### config.mk
export PLATFORM = sky130hd
export DESIGN_NAME = dm_access_ctrl
export DESIGN_NICKNAME = d
export VERILOG_FILES = /design/src/rtl/dm_pkg.sv /design/src/rtl/dm_lane_gen.sv /design/src/rtl/dm_access_ctrl.sv
export SDC_FILE = /design/constraint.sdc
export NUM_CORES = 1
export LEC_CHECK = 0
export BUFFER_PORTS_ARGS = -buffer_cell sky130_fd_sc_hd__buf_2
export CAP_MARGIN = 20
export CORE_MARGIN = 2
export CORE_UTILIZATION = 30
export DETAILED_ROUTE_END_ITERATION = 6
export GPL_TIMING_DRIVEN = 0
export SYNTH_ARGS = -nofsm -noshare
export SYNTH_HDL_FRONTEND = slang
export SYNTH_HIERARCHICAL = 1
export SYNTH_SLANG_ARGS = --single-unit
### constraint.sdc
create_clock -name clk -period 3.2 [get_ports clk]
set_input_delay 0.64 -clock clk [delete_from_list [all_inputs] [get_ports clk]]
set_output_delay 0.64 -clock clk [all_outputs]
set_load 0.01 [all_outputs]
### src/rtl/dm_pkg.sv
// Shared encodings for the data-memory access controller: CPU op codes,
// exception codes, controller states and the default bus-timeout length.
package dm_pkg;

    typedef enum logic [2:0] {
        OP_NONE = 3'b000,
        OP_WORD = 3'b001,
        OP_BYTE = 3'b010,
        OP_HALF = 3'b011
    } dm_op_e;

    typedef enum logic [1:0] {
        EXC_NONE = 2'b00,
        EXC_ADEL = 2'b01,
        EXC_ADES = 2'b10,
        EXC_TMO  = 2'b11
    } dm_exc_e;

    typedef enum logic [1:0] {
        ST_IDLE  = 2'd0,
        ST_ISSUE = 2'd1,
        ST_DONE  = 2'd2
    } dm_state_e;

    localparam int unsigned DM_TIMEOUT_DEF = 15;

endpackage

### src/rtl/dm_lane_gen.sv
// Byte-lane decode for one access: lane enables, lane-replicated store data
// and the misalignment flag. Purely combinational.
module dm_lane_gen
    import dm_pkg::*;
(
    input  logic [2:0]  op,
    input  logic [1:0]  addr_lo,
    input  logic [31:0] wdata,
    output logic [3:0]  byteen,
    output logic [31:0] lane_data,
    output logic        misaligned
);

    // decode lanes and alignment from the access size and low address bits
    always_comb begin
        byteen     = 4'b0000;
        lane_data  = 32'h0;
        misaligned = 1'b0;
        case (op)
            OP_WORD: begin
                byteen     = 4'b1111;
                lane_data  = wdata;
                misaligned = (addr_lo != 2'b00);
            end
            OP_HALF: begin
                byteen     = addr_lo[1] ? 4'b1100 : 4'b0011;
                lane_data  = {2{wdata[15:0]}};
                misaligned = addr_lo[0];
            end
            OP_BYTE: begin
                byteen     = 4'b0001 << addr_lo;
                lane_data  = {4{wdata[7:0]}};
            end
            default: ;
        endcase
    end

endmodule

### src/rtl/dm_access_ctrl.sv
// Load/store sequencer between the CPU memory stage and a variable-latency
// data memory. Optional bus timeout is enabled with `define DM_TIMEOUT_EN.
//
// state    | meaning
// ---------+----------------------------------------------------------
// ST_IDLE  | waiting for a valid request; misaligned ones skip memory
// ST_ISSUE | mem_req held with latched fields until mem_ack (or timeout)
// ST_DONE  | one-cycle cpu_done pulse with rdata/exception
module dm_access_ctrl
    import dm_pkg::*;
#(
    parameter int unsigned TIMEOUT = DM_TIMEOUT_DEF
)
(
    input  logic        clk,
    input  logic        reset,
    input  logic        cpu_req,
    input  logic        cpu_we,
    input  logic [2:0]  cpu_op,
    input  logic [31:0] cpu_addr,
    input  logic [31:0] cpu_wdata,
    output logic        cpu_stall,
    output logic        cpu_done,
    output logic [31:0] cpu_rdata,
    output logic [1:0]  cpu_exc,
    output logic        mem_req,
    output logic        mem_we,
    output logic [31:0] mem_addr,
    output logic [3:0]  mem_byteen,
    output logic [31:0] mem_wdata,
    input  logic        mem_ack,
    input  logic [31:0] mem_rdata
);

    dm_state_e   state, state_nxt;
    logic        acc_valid;
    logic        tmo_hit;
    logic [3:0]  byteen;
    logic [31:0] lane_data;
    logic        misaligned;

    dm_lane_gen u_lane_gen (
        .op         (cpu_op),
        .addr_lo    (cpu_addr[1:0]),
        .wdata      (cpu_wdata),
        .byteen     (byteen),
        .lane_data  (lane_data),
        .misaligned (misaligned)
    );

    assign acc_valid = cpu_req && (cpu_op inside {OP_WORD, OP_BYTE, OP_HALF});

    // stall is the only combinational output: it must freeze the pipeline
    // in the same cycle the request is presented
    assign cpu_stall = ((state == ST_IDLE) && acc_valid) || (state == ST_ISSUE);

`ifdef DM_TIMEOUT_EN
    localparam int CNT_W = $clog2(TIMEOUT + 1);
    logic [CNT_W-1:0] wait_cnt;

    // count ISSUE cycles without ack; held at zero outside ISSUE
    always_ff @(posedge clk or negedge reset) begin
        if (!reset)
            wait_cnt <= '0;
        else if (state != ST_ISSUE)
            wait_cnt <= '0;
        else if (!mem_ack)
            wait_cnt <= wait_cnt + CNT_W'(1);
    end

    // this cycle's miss brings the count to TIMEOUT; an ack in it still wins
    assign tmo_hit = (state == ST_ISSUE) && (wait_cnt == CNT_W'(TIMEOUT - 1));
`else
    assign tmo_hit = 1'b0;
`endif

    // state register
    always_ff @(posedge clk or negedge reset) begin
        if (!reset)
            state <= ST_IDLE;
        else
            state <= state_nxt;
    end

    // next-state logic
    always_comb begin
        state_nxt = state;
        case (state)
            ST_IDLE:  if (acc_valid) state_nxt = misaligned ? ST_DONE : ST_ISSUE;
            ST_ISSUE: if (mem_ack || tmo_hit) state_nxt = ST_DONE;
            ST_DONE:  state_nxt = ST_IDLE;
            default:  state_nxt = ST_IDLE;
        endcase
    end

    // registered outputs: latch the access on accept, capture the result on completion
    always_ff @(posedge clk or negedge reset) begin
        if (!reset) begin
            cpu_done   <= 1'b0;
            cpu_rdata  <= 32'h0;
            cpu_exc    <= EXC_NONE;
            mem_req    <= 1'b0;
            mem_we     <= 1'b0;
            mem_addr   <= 32'h0;
            mem_byteen <= 4'b0000;
            mem_wdata  <= 32'h0;
        end else begin
            cpu_done <= (state_nxt == ST_DONE);
            case (state)
                ST_IDLE: begin
                    if (acc_valid) begin
                        if (misaligned) begin
                            cpu_exc   <= cpu_we ? EXC_ADES : EXC_ADEL;
                            cpu_rdata <= 32'h0;
                        end else begin
                            mem_req    <= 1'b1;
                            mem_we     <= cpu_we;
                            mem_addr   <= {cpu_addr[31:2], 2'b00};
                            mem_byteen <= byteen;
                            mem_wdata  <= cpu_we ? lane_data : 32'h0;
                        end
                    end
                end
                ST_ISSUE: begin
                    if (mem_ack) begin
                        mem_req   <= 1'b0;
                        mem_we    <= 1'b0;
                        cpu_rdata <= mem_rdata;
                        cpu_exc   <= EXC_NONE;
                    end else if (tmo_hit) begin
                        mem_req   <= 1'b0;
                        mem_we    <= 1'b0;
                        cpu_rdata <= 32'h0;
                        cpu_exc   <= EXC_TMO;
                    end
                end
                default: ;
            endcase
        end
    end

endmodule

Word level (Yosys, flattened, before mapping):

Index checks and enable logic that the tools add are counted.

* register bits after elaboration: 105
* latch bits: 0
* RAM bits: 0
* bits in read-only memories: 0
* bits of input ports: 104
* output and inout bits: 106
* logic and storage cells: 55
* memories: 0

* add/subtract/negate cells: 0
* multipliers: 0
* divide/modulo/power cells: 0
* $lt $le $gt $ge: 0
* equal/unequal tests: 9
* shift-type cells: 1
* mux-type cells: 25
* bitwise logic cells: 1
* reduce and logical (&&, ||, !) cells: 10

Operators by type and width (count)
* $mux 32: 4
* $pmux 32 s3: 1
* $pmux 32 s2: 1
* $mux 2: 7
* $pmux 4 s3: 1
* $ne 2x2->1 const B: 4
* $pmux 2 s2: 2
* $reduce_and 4->1: 2
* $eq 3x2->1 const B: 2
* $pmux 1 s2: 3
* $mux 1: 5
* $mux 4: 1
* $reduce_bool 2->1: 2
* $shl 1x2->4 const A: 1
* $eq 3x1->1 const B: 1
* $reduce_and 3->1: 1
* $reduce_bool 3->1: 1
* $eq 2x1->1 const B: 1
* $eq 2x2->1 const B: 1
* $logic_and 1x1->1: 2
* $logic_not 2->1: 1
* $logic_or 1x1->1: 1
* $not 1->1: 1

Depth between registers and ports, before layout:

Gate-level depths: netlist of the first run.

* word-level depth: 6
* depth in mapped cells: 7
* mapped depth without buffers: 4

Hierarchy:

Netlist of the first run, hierarchy kept.

By module, submodules not included
* dm_access_ctrl: instances 1, cells each 348, area each 4270.3 µm², seq. area each 2627.5 µm²
* dm_lane_gen: instances 1, cells each 98, area each 640.6 µm², seq. area each 0.0 µm²

Least setup slack after synthesis of the first run:

No wires, ideal clock.

* path kind: input to register
* start point: input port cpu_op[2]
* end point: register mem_addr[28]
* library setup time: 0.125 ns
* arrival time: 2.012 ns
* required time: 3.075 ns
* path slack: 1.063 ns
* stages: 6
* path buffers: 2
* path through: nand2b_1 -> clkbuf_1 -> a21oi_1 -> nor4b_4 -> buf_4 -> mux2_2

* word-level cells in the longest chain between the ends: 4
* elaborated cells between the ends (all ways): 8
* classes of those cells: eq/ne: 3; mux: 1; bitwise: 1; reduce/logical: 3

RTL lines
* start, declared: line dm_access_ctrl.sv:19 `input logic [2:0] cpu_op,`
* $eq 3x2->1 or $eq 3x1->1 (tied branches): line dm_lane_gen.sv:19 `case (op)`
* $pmux 1 s2 (*): line dm_lane_gen.sv:19
* via misaligned: line dm_access_ctrl.sv:40 `logic misaligned;`
* $not 1->1 (no line) (*)
* $reduce_and 3->1 (no line) (*)
* end signal, assigned: line dm_access_ctrl.sv:118 `mem_addr <= {cpu_addr[31:2], 2'b00};`
* end, declared: line dm_access_ctrl.sv:28 `output logic [31:0] mem_addr,`

The timed path passes the listed nets; every way through them passes the cells marked *.
A chain may end at the register's enable or synchronous reset.

Final worst setup path of the first run:

* start point: input port cpu_op[2]
* end point: register mem_wdata[20]

* word-level cells in the longest chain between the ends: 4
* elaborated cells between the ends (all ways): 10
* classes of those cells: eq/ne: 3; mux: 3; bitwise: 1; reduce/logical: 3

RTL lines
* $eq 3x2->1 or $eq 3x1->1 (tied branches): line dm_lane_gen.sv:19
* $pmux 1 s2 (*): line dm_lane_gen.sv:19
* via misaligned: line dm_access_ctrl.sv:40
* $not 1->1 (no line) (*)
* $reduce_and 3->1 (no line) (*)
* end signal, assigned: line dm_access_ctrl.sv:120 `mem_wdata <= cpu_we ? lane_data : 32'h0;`
* end, declared: line dm_access_ctrl.sv:30 `output logic [31:0] mem_wdata,`

Marks and branches as above.

==> results of run 1 <==
[stage by stage]
step                instances  hold slack, ns  power (µW)  instance area (µm²)  utilization, %
floorplan                 447          0.3444        2457                 4915               -
global placement          869          0.4701        3001                 6216           38.99
detailed placement        870          0.4835        3051                 6246           39.18
CTS                       886          0.3370        4194                 6545           41.05
global route              887          0.3745        4386                 6548           41.07
finish                    887          0.3250        4116                 6548           41.07
[how the worst max path moves through the flow]
stage | slack, ns | cells after the start | end | from
after floorplan | 1.06 | 6 | mem_addr[28] | cpu_op[2]
after global placement | 0.35 | 1 | cpu_rdata[27] | reset
after detailed placement | 0.46 | 7 | mem_byteen[0] | cpu_op[2]
after CTS | 0.84 | 8 | mem_wdata[29] | cpu_op[2]
after global routing | 0.65 | 8 | mem_wdata[21] | cpu_op[2]
final | 0.90 | 8 | mem_wdata[20] | cpu_op[2]
[cells in the final DEF (no fill, tap or decap), types with 8 or more instances in the layout]
master and instances:
dfrtp_1 105, clkbuf_1 12, mux2_2 31, clkbuf_16 9, nand3b_1 16, o2bb2ai_1 32
buf_2 209, nand2_1 84, and2_1 8, inv_1 36, a21oi_1 20, buf_4 9
mux2i_1 43
[state kept, by name (all words and copies together), names as in the netlist]
register	cells
cpu_rdata	32
mem_wdata	32
mem_addr	30
mem_byteen	4
cpu_exc	2
state	2
cpu_done	1
mem_req	1
mem_we	1
[power by group]
| group | switching, µW | internal (µW) | total (µW) | leakage, µW |
|---|---|---|---|---|
| sequential | 178 | 1670 | 1850 | 0.00134 |
| clock | 544 | 570 | 1110 | 0.000147 |
| combinational | 619 | 538 | 1160 | 0.00174 |
[area by class of cell]
class / instances / share of cell area [%]
repair buffers: 207 / 16.20
plain buffers: 34 / 3.287
clock buffers: 10 / 3.650
multi-input cells: 272 / 29.58
clock inverters: 6 / 0.9173
well taps: 216 / 4.128
diodes: 1 / 0.03822
inverters: 36 / 2.064
flip-flops and latches: 105 / 40.13
[layer usage]
| metal | up-vias | GRT usage [%] | part of all wire (%) |
|---|---|---|---|
| met5 | - | 0 | 0.093 |
| met4 | 2 | 5.676 | 1.5 |
| met3 | 19 | 4.460 | 8.2 |
| met2 | 170 | 27.52 | 49 |
| met1 | 1946 | 19.97 | 42 |
| li1 | 1935 | - | - |
[cells by family (layout without fill, tap and decap cells)]
kind of cell,count (synthesis),after routing,synth area share (%)
flip-flops,105,105,53.50
buffers and inverters,70,293,7.134
AND/OR/NAND/NOR,127,127,13.04
multiplexers,77,77,16.56
other,1,3,0.07636
AO/OA/AOI/OAI,66,66,9.681
==> summary.txt, run 1 <==
Critical path
  – WP data required: 3.47 ns
  – Critical R2R Capture: mem_wdata[20]
  – CP bufs+invs: 4
  – Startpoint types: input port
  – Worst r2r path cells: 5
  – Critical path arrival: 2.57 ns
  – Worst Setup End Kind: register
  – Crit-path max cell delay: 0.48 ns
  – Crit Path Category: input port to register
  – CP max stage cell: nor4b_4
  – Flop2flop setup slack: 1.45 ns
  – Worst r2r src: state[0]
  – Crit-path cells: buf_2, nand2b_1, clkbuf_1, a21oi_1, nor4b_4, buf_4, buf_6, mux2i_1
  – Peak fanout along the critical path: 10
  – CP delay by family, top: buffers and inverters

Routing
  – Total wire length: 14.05 mm
  – DRC viols: 0
  – WL/cell: 15.84 µm
  – Number of routed nets with antenna violations: 0
  – DR pass1 iterations: 4
  – Starting DRC count in detailed routing: 199
  – Via count: 4072
  – Vias per cell: 4.591

Clocking
  – Post-CTS Resized: 0
  – CTS tree: built
  – H-tree levels: 3
  – Clk buf depth: 2
  – Clock Pin Slew Worst Setup and Hold Paths: 0.07 ns
  – Cts hold-fix bufs: 0
  – Skew-Pair Late Insertion Delay: 0.35 ns
  – Clk root buf: clkbuf_16
  – Num CTS Buffers: 9
  – Sinks on Clock Net: 105
  – Post CTS Setup Buffer Count: 0

Synthesis
  – Area leader, netlist: dfrtp_1
  – Distinct cells, synth: 34
  – Seq/Total Area, Yosys: 53.50%
  – Yosys warning total: 6
  – Synthesized instance count: 446
  – Seq cells post-synth: 105
  – Async S/R FF share, synth: 100.0%
  – Most instantiated cells after synthesis: dfrtp_1 (105), nand2_1 (84), mux2i_1 (43)
  – EDFF count, synth: 0
  – Syn avg cell area: 11.01 µm²
  – Top FF cell, synth: dfrtp_1
  – Top-count cell post-synth: dfrtp_1
  – Area share of the largest cell type after synthesis: 53.50%
  – Synth top area cells: dfrtp_1 (54%), mux2i_1 (8.8%), mux2_2 (7.1%), nand2_1 (6.4%), o2bb2ai_1 (5.7%)
  – Post-Synthesis Cell Area: 0.004911 mm²

Pwr
  – Leak: 0.003226 µW
  – Worst vdd ir: 287.8 µV
  – PD cells: 628.7 mW/mm²

Global route
  – First-pass GRT wire length: 22.49 mm
  – Gr usage total: 16.27%
  – Grt ovf: 0
  – Initial antenna violation count: 2
  – Vias in the first global route: 4240
  – Largest net degree at the start of global routing: 54

STA
  – Slew @ Worst Pin: 0.6882 ns
  – RSZ-0062 raised after global routing: false
  – Max Fclk: 0.4343 GHz
  – Max transition margin: 54.12%
  – Setup violators final: 0
  – Sum of negative setup slack: 0 ns
  – Fin. Hold Viols: 0
  – Fin crit share: 71.96%
  – Layout Skew: 0.009239 ns
  – Fin crit period: 2.303 ns
  – Max Slew Vio Count: 0
  – Final worst setup slack: 0.8972 ns

Cells and area
  – Share of layout cells above drive strength 1: 41.79%
  – Nets: 769
  – Register area: 0.002628 mm²
  – Area grow syn2layout: 33.32%
  – Multi-input logic area: 0.001937 mm²
  – # fillers: 1553

Run status
  – Outcome: completed

Placed design
  – Placement Setup Slack: 0.4599 ns
  – DPL Wire Length: 10.88 mm
  – IO Port Bufs: 206
  – Gp weighted congestion: 0.7662

Floorplanning
  – Row count: 46
  – I/O Pins: 210
  – Core footprint: 0.01594 mm²
  – Die height: 131.9 µm
  – Die area: 0.01741 mm²
  – Initial Utilization: 30.80%
  – Die width: 131.9 µm

Run
  – Number of max-cap violations: 0

Hold path
  – Hold Path Class: input port to asynchronous set/reset pin
No activity file was read; power rests on OpenSTA's default activity.
==> run 2: changes to the inputs <==
==> constraint.sdc (replaced) <==
create_clock -name clk -period 2.1 [get_ports clk]
set_input_delay 0.42 -clock clk [delete_from_list [all_inputs] [get_ports clk]]
set_output_delay 0.42 -clock clk [all_outputs]
set_load 0.01 [all_outputs]
==> run 2 against run 1 <==
- combinational power up 53%
- clock skew about the same
- die area unchanged
- total power up 52%
- clock power up 53%
- critical path type unchanged
- cell area about the same
- global-route usage about the same
==> summary.txt, run 2 (synthesis results as in run 1) <==
Critical path
  – CP delay by family, top: buffers and inverters
  – Crit Path Category: input port to register
  – Crit-path max cell delay: 0.47 ns
  – Startpoint types: input port
  – WP data required: 2.37 ns
  – Peak fanout along the critical path: 10
  – Worst Setup End Kind: register
  – CP bufs+invs: 4
  – Most used cell, CP: buf_6
  – Crit-path cells: buf_2, buf_6, nand2b_1, a21oi_2, nor4b_4, buf_4, buf_6, mux2i_1
  – Critical path arrival: 2.20 ns
  – CP max stage cell: nor4b_4

Floorplanning
  – Core footprint: 0.01594 mm²
  – Initial Utilization: 30.80%
  – Die height: 131.9 µm
  – Die area: 0.01741 mm²
  – Row count: 46
  – I/O Pins: 210
  – Die width: 131.9 µm

Global route
  – First-pass GRT wire length: 22.47 mm
  – Grt ovf: 0
  – Gr usage total: 16.26%
  – Largest net degree at the start of global routing: 54
  – Initial antenna violation count: 2
  – Vias in the first global route: 4240

Cells and area
  – Nets: 768
  – Share of layout cells above drive strength 1: 42.45%
  – Most frequent cells in the layout: buf_2 (209), dfrtp_1 (105), nand2_1 (84)
  – Non-filler cells, final: 886
  – Design Area, Final: 0.006553 mm²
  – Largest regs: cpu_rdata (32), mem_wdata (32), mem_addr (30)
  – Area grow syn2layout: 33.43%
  – Commonest non-fill, non-tap cell in the layout: buf_2

Hold path
  – Hold Path Class: input port to asynchronous set/reset pin

STA
  – Slew @ Worst Pin: 0.6869 ns
  – Layout Skew: 0.008951 ns
  – Max Slew Vio Count: 0
  – Fin crit period: 1.930 ns
  – Max transition margin: 54.21%
  – Fin. Hold Viols: 0
  – Setup violators final: 0
  – Max Fclk: 0.5182 GHz
  – RSZ-0062 raised after global routing: false
  – Fin crit share: 91.90%

Routing
  – Starting DRC count in detailed routing: 204
  – Via count: 4040
  – DR pass1 iterations: 4
  – DRC viols: 0
  – Vias per cell: 4.560
  – WL/cell: 15.85 µm
  – Number of routed nets with antenna violations: 0
  – Total wire length: 14.04 mm

Clocking
  – Clk buf depth: 2
  – Sinks on Clock Net: 105
  – Clock Pin Slew Worst Setup and Hold Paths: 0.07 ns
  – Cts hold-fix bufs: 0
  – CTS tree: built
  – Num CTS Buffers: 9
  – H-tree levels: 3
  – Skew-Pair Late Insertion Delay: 0.35 ns
  – Clk root buf: clkbuf_16

Placed design
  – Gp weighted congestion: 0.7662
  – DPL Wire Length: 10.88 mm
  – IO Port Bufs: 206
  – Placed inst area: 0.006246 mm²
  – Cells after DPL: 870

Pwr
  – Leak: 0.003232 µW
  – PD cells: 957.5 mW/mm²
  – Worst vdd ir: 439.0 µV

Run status
  – Outcome: completed

Run
  – Number of max-cap violations: 0
## run 2: changes by cell type in the layout (fill, tap and decap cells not counted)
| cell | previous run | this run |
|---|---|---|
| clkbuf_1 | 12 | 11 |
| a21oi_2 | 1 | 2 |
| buf_1 | 3 | 1 |
| a21oi_1 | 20 | 19 |
| nand2b_1 | 4 | 3 |
| nand2b_2 | 0 | 1 |
| clkbuf_2 | 0 | 2 |
## run 2: worst reg2reg max path, cell delays in order, from the launching register on
cell and delay (ns):
dfrtp_1 0.43, nor2_1 0.17, nor4b_4 0.40, buf_4 0.29
buf_6 0.20, mux2i_1 0.21
## run 2: path summary, 6_finish.rpt
check,depth (start not counted),endpoint,slack (ns),startpoint
setup / recovery,8,mem_wdata[14],0.17,cpu_op[1]
hold / removal,1,mem_wdata[7],0.10,reset
setup reg to reg,5,mem_wdata[14],0.33,state[0]
hold reg to reg,1,mem_addr[11],0.49,mem_addr[11]
max in group asynchronous,2,cpu_rdata[2],1.30,reset
min in group clk,2,cpu_rdata[1],0.27,mem_rdata[1]
## run 2: per-stage QoR
step | setup WS, ns | power (µW) | hold slack [ns] | TNS [ns] | util [%]
6_report | 0.1701 | 6274 | 0.1029 | 0 | 41.10
5_1_grt | 0.02931 | 6684 | 0.1545 | 0 | 41.10
4_1_cts | 0.03186 | 6390 | 0.1170 | 0 | 41.03
3_5_place_dp | -0.4201 | 4649 | 0.4835 | -33.97 | 39.18
3_3_place_gp | -0.5272 | 4573 | 0.4701 | -84.70 | 38.99
2_1_floorplan | 0.1829 | 3744 | 0.1244 | 0 | -
## run 2: where the power goes
part | internal [µW] | leakage [µW] | switching (µW)
clock network | 868 | 0.000147 | 830
logic | 820 | 0.00175 | 945
registers | 2540 | 0.00134 | 270
total | 4230 | 0.00323 | 2040
## run 2: repair_timing
action | CTS | global route
buffers inserted | 0 | 0
resized for setup | 0 | 4
pin swaps | 0 | 0
setup endpoints to repair | 33 | 54
## run 2: final cells by class
type | count | area, µm²
fill | 1554 | 9390
buffer | 33 | 214.0
antenna | 1 | 2.502
clock buffer | 10 | 239.0
timing repair buffer | 207 | 1061
inverter | 36 | 135.1
tap | 216 | 270.3
sequential | 105 | 2628
clock inverter | 6 | 60.06
multi-input combinational | 272 | 1943
## run 2: routing by layer
layer	vias to the layer above	share of wire, %	wire length, µm	track usage [%]
li1	1927	-	-	-
met1	1936	42	5873	19.90
met2	158	49	6819	27.58
met3	17	8.0	1128	4.460
met4	2	1.5	205	5.676
met5	-	0.093	13	0
==> run 3: changes to the inputs <==
--- a/config.mk
+++ b/config.mk
@@ -5,6 +5,7 @@
 export SDC_FILE = /design/constraint.sdc
 export NUM_CORES = 1
 export LEC_CHECK = 0
+export ABC_AREA = 1
 export BUFFER_PORTS_ARGS = -buffer_cell sky130_fd_sc_hd__buf_2
 export CAP_MARGIN = 20
 export CORE_MARGIN = 2
==> run 3 against run 2 <==
- total power is 4.2% higher
- flip-flop and latch count unchanged
- worst setup slack improved by 0.0014 ns
- critical endpoint is now mem_addr[28]
==> summary.txt, run 3 <==
STA
  – Max transition margin: 59.93%
  – Fin crit share: 91.83%
  – Setup violators final: 0
  – Fin. Hold Viols: 0
  – RSZ-0062 raised after global routing: false
  – Layout Skew: 0.009179 ns
  – Min Hold Slack: 0.2994 ns
  – Max Fclk: 0.5185 GHz
  – Fin crit period: 1.928 ns
  – Slew @ Worst Pin: 0.5971 ns
  – Sum of negative setup slack: 0 ns
  – Max Slew Vio Count: 0

Global route
  – Largest net degree at the start of global routing: 69
  – Initial antenna violation count: 0
  – First-pass GRT wire length: 24.51 mm
  – Gr usage total: 17.60%
  – Vias in the first global route: 4631
  – Grt ovf: 0

Synthesis
  – Syn avg cell area: 8.386 µm²
  – Seq cells post-synth: 105
  – Area share of the largest cell type after synthesis: 52.92%
  – Top-count cell post-synth: nand2_1
  – Synthesized instance count: 592
  – Synth top area cells: dfrtp_1 (53%), nand2_1 (12%), nand3_1 (8.3%), o21ai_1 (6.1%), nand4_1 (4.2%)
  – Post-Synthesis Cell Area: 0.004965 mm²
  – Async S/R FF share, synth: 100.0%
  – Top FF cell, synth: dfrtp_1
  – Distinct cells, synth: 23
  – Seq/Total Area, Yosys: 52.92%
  – Yosys warning total: 6
  – Most instantiated cells after synthesis: nand2_1 (160), dfrtp_1 (105), nand3_1 (82)
  – EDFF count, synth: 0
  – Area leader, netlist: dfrtp_1

Placed design
  – IO Port Bufs: 205
  – DPL Wire Length: 11.61 mm
  – Cells after DPL: 1020
  – Placed inst area: 0.006320 mm²
  – Gp weighted congestion: 0.8292

Critical path
  – WP data required: 2.32 ns
  – CP max stage cell: buf_1
  – Crit-path cells: buf_2, inv_2, buf_1, nand3b_1, nand2_1, nand3b_4, clkbuf_1, o21ai_1
  – Critical R2R Capture: mem_wdata[28]
  – CP delay by family, top: buffers and inverters
  – Startpoint types: input port
  – Peak fanout along the critical path: 10
  – Crit path from: cpu_op[1]
  – Worst r2r path cells: 7
  – Worst r2r src: state[0]
  – Flop2flop setup slack: 0.65 ns
  – Crit-path max cell delay: 0.39 ns
  – Crit Path Category: input port to register
  – Worst Setup End Kind: register
  – CP bufs+invs: 4
  – Critical path arrival: 2.15 ns

Floorplanning
  – Core footprint: 0.01641 mm²
  – Die height: 132.6 µm
  – Row count: 47
  – Die area: 0.01759 mm²
  – Initial Utilization: 30.26%
  – Die width: 132.6 µm
  – I/O Pins: 210

Pwr
  – Switching Power: 2075 µW
  – Overall Power: 6535 µW
  – Clock share of power: 30.2%
  – Leak: 0.003687 µW
  – PD cells: 977.3 mW/mm²
  – Reg power frac: 42.3%
  – Combinational power share: 27.4%
  – Sw Ratio: 31.76%
  – Worst vdd ir: 373.7 µV
  – Power Internal: 4459 µW

Cells and area
  – Largest regs: cpu_rdata (32), mem_wdata (32), mem_addr (30)
  – Nets: 916
  – Share of layout cells above drive strength 1: 32.68%
  – Non-filler cells, final: 1037
  – # fillers: 1734
  – Area grow syn2layout: 34.68%
  – Most frequent cells in the layout: buf_2 (210), nand2_1 (160), dfrtp_1 (105)
  – Antenna cells: 0
  – Design Area, Final: 0.006686 mm²
  – Commonest non-fill, non-tap cell in the layout: buf_2

Routing
  – Total wire length: 15.35 mm
  – DRC viols: 0
  – Starting DRC count in detailed routing: 283
  – Vias per cell: 4.661
  – Via count: 4833
  – WL/cell: 14.80 µm
  – Number of routed nets with antenna violations: 0
  – DR pass1 iterations: 5

Clocking
  – Clock Pin Slew Worst Setup and Hold Paths: 0.07 ns
  – Clk root buf: clkbuf_16
  – Clk buf depth: 2
  – Sinks on Clock Net: 105
  – Num CTS Buffers: 9
  – CTS tree: built
  – H-tree levels: 3
  – Post CTS Setup Buffer Count: 0
  – Skew-Pair Late Insertion Delay: 0.35 ns

Hold path
  – Hold Path Class: input port to register
  – Min-Delay Startpoint: cpu_addr[29]
  – Hold path cells: 3
  – Hold Path End: mem_addr[29]

Run
  – Number of max-cap violations: 0

Run status
  – Outcome: completed
==> run 3: changes by cell type after synthesis, sizes merged, moves of 15 or more <==
cell     delta
mux2i      -43
nand3b     -15
inv        +20
nand3      +90
o21ai      +74
o2bb2ai    -32
mux2       -34
nand4      +33
nand2      +78
a21oi      -20
nor2       +16
==> run 3: area by class of cell <==
| class | count | area (µm²) | share of cell area [%] |
|---|---|---|---|
| Sequential cell | 105 | 2628 | 39.30 |
| Multi-Input combinational cell | 388 | 1846 | 27.60 |
| Timing Repair Buffer | 208 | 1086 | 16.24 |
| Buffer | 44 | 289.0 | 4.323 |
| Tap cell | 220 | 275.3 | 4.117 |
| Clock buffer | 10 | 239.0 | 3.574 |
| Inverter | 56 | 210.2 | 3.144 |
| Clock inverter | 6 | 113.9 | 1.703 |
==> run 3: cell families (layout without fill, tap and decap cells) <==
logic type | Yosys count | after routing | synth area share [%]
AND/OR/NAND/NOR | 307 | 307 | 28.96
flip-flops | 105 | 105 | 52.92
buffers and inverters | 100 | 324 | 9.980
AO/OA/AOI/OAI | 79 | 79 | 8.064
other | 1 | 2 | 0.07553
==> run 3: timing repair <==
item,in CTS,in global routing
hold buffers,1,0
endpoints found under the setup margin,0,5
endpoints found under the hold margin,1,0
resized for setup,0,6
==> run 3: worst max-delay path by stage <==
stage                          endpoint  slack (ns)  depth (start not counted)
after floorplan            mem_addr[10]        0.44                          7
after global placement    mem_wdata[14]       -0.66                          1
after detailed placement   mem_addr[10]       -0.23                          8
after CTS                  mem_addr[10]        0.14                          8
after global routing      mem_wdata[17]        0.02                          8
final                      mem_addr[28]        0.17                          8
==> run 3: tightest hold or removal path, stage by stage <==
cell and delay [ns]:
buf_2 0.09, inv_1 0.04, o21ai_1 0.06
==> run 3: power groups by stage <==
stage	clock (µW)	combinational, µW	sequential [µW]
floorplan	0	671	3050
CTS	2050	1820	2770
detailed placement	0	1820	2800
global placement	0	1780	2790
global route	2130	1990	2830
finish	1980	1790	2770
==> run 3: metrics by stage <==
stage	utilization (%)	setup WS (ns)
after global routing	40.75	0.02427
after detailed placement	38.52	-0.2305
final	40.75	0.1715
after floorplan	-	0.4438
after global placement	38.21	-0.6604
after CTS	40.73	0.1428
==> run 3: metal layers <==
metal,track usage [%],vias up,wire length (µm)
met2,27.14,164,7075
met3,2.912,38,803
met1,23.94,2243,6858
li1,-,2388,-
met4,8.901,0,607
met5,0,-,0
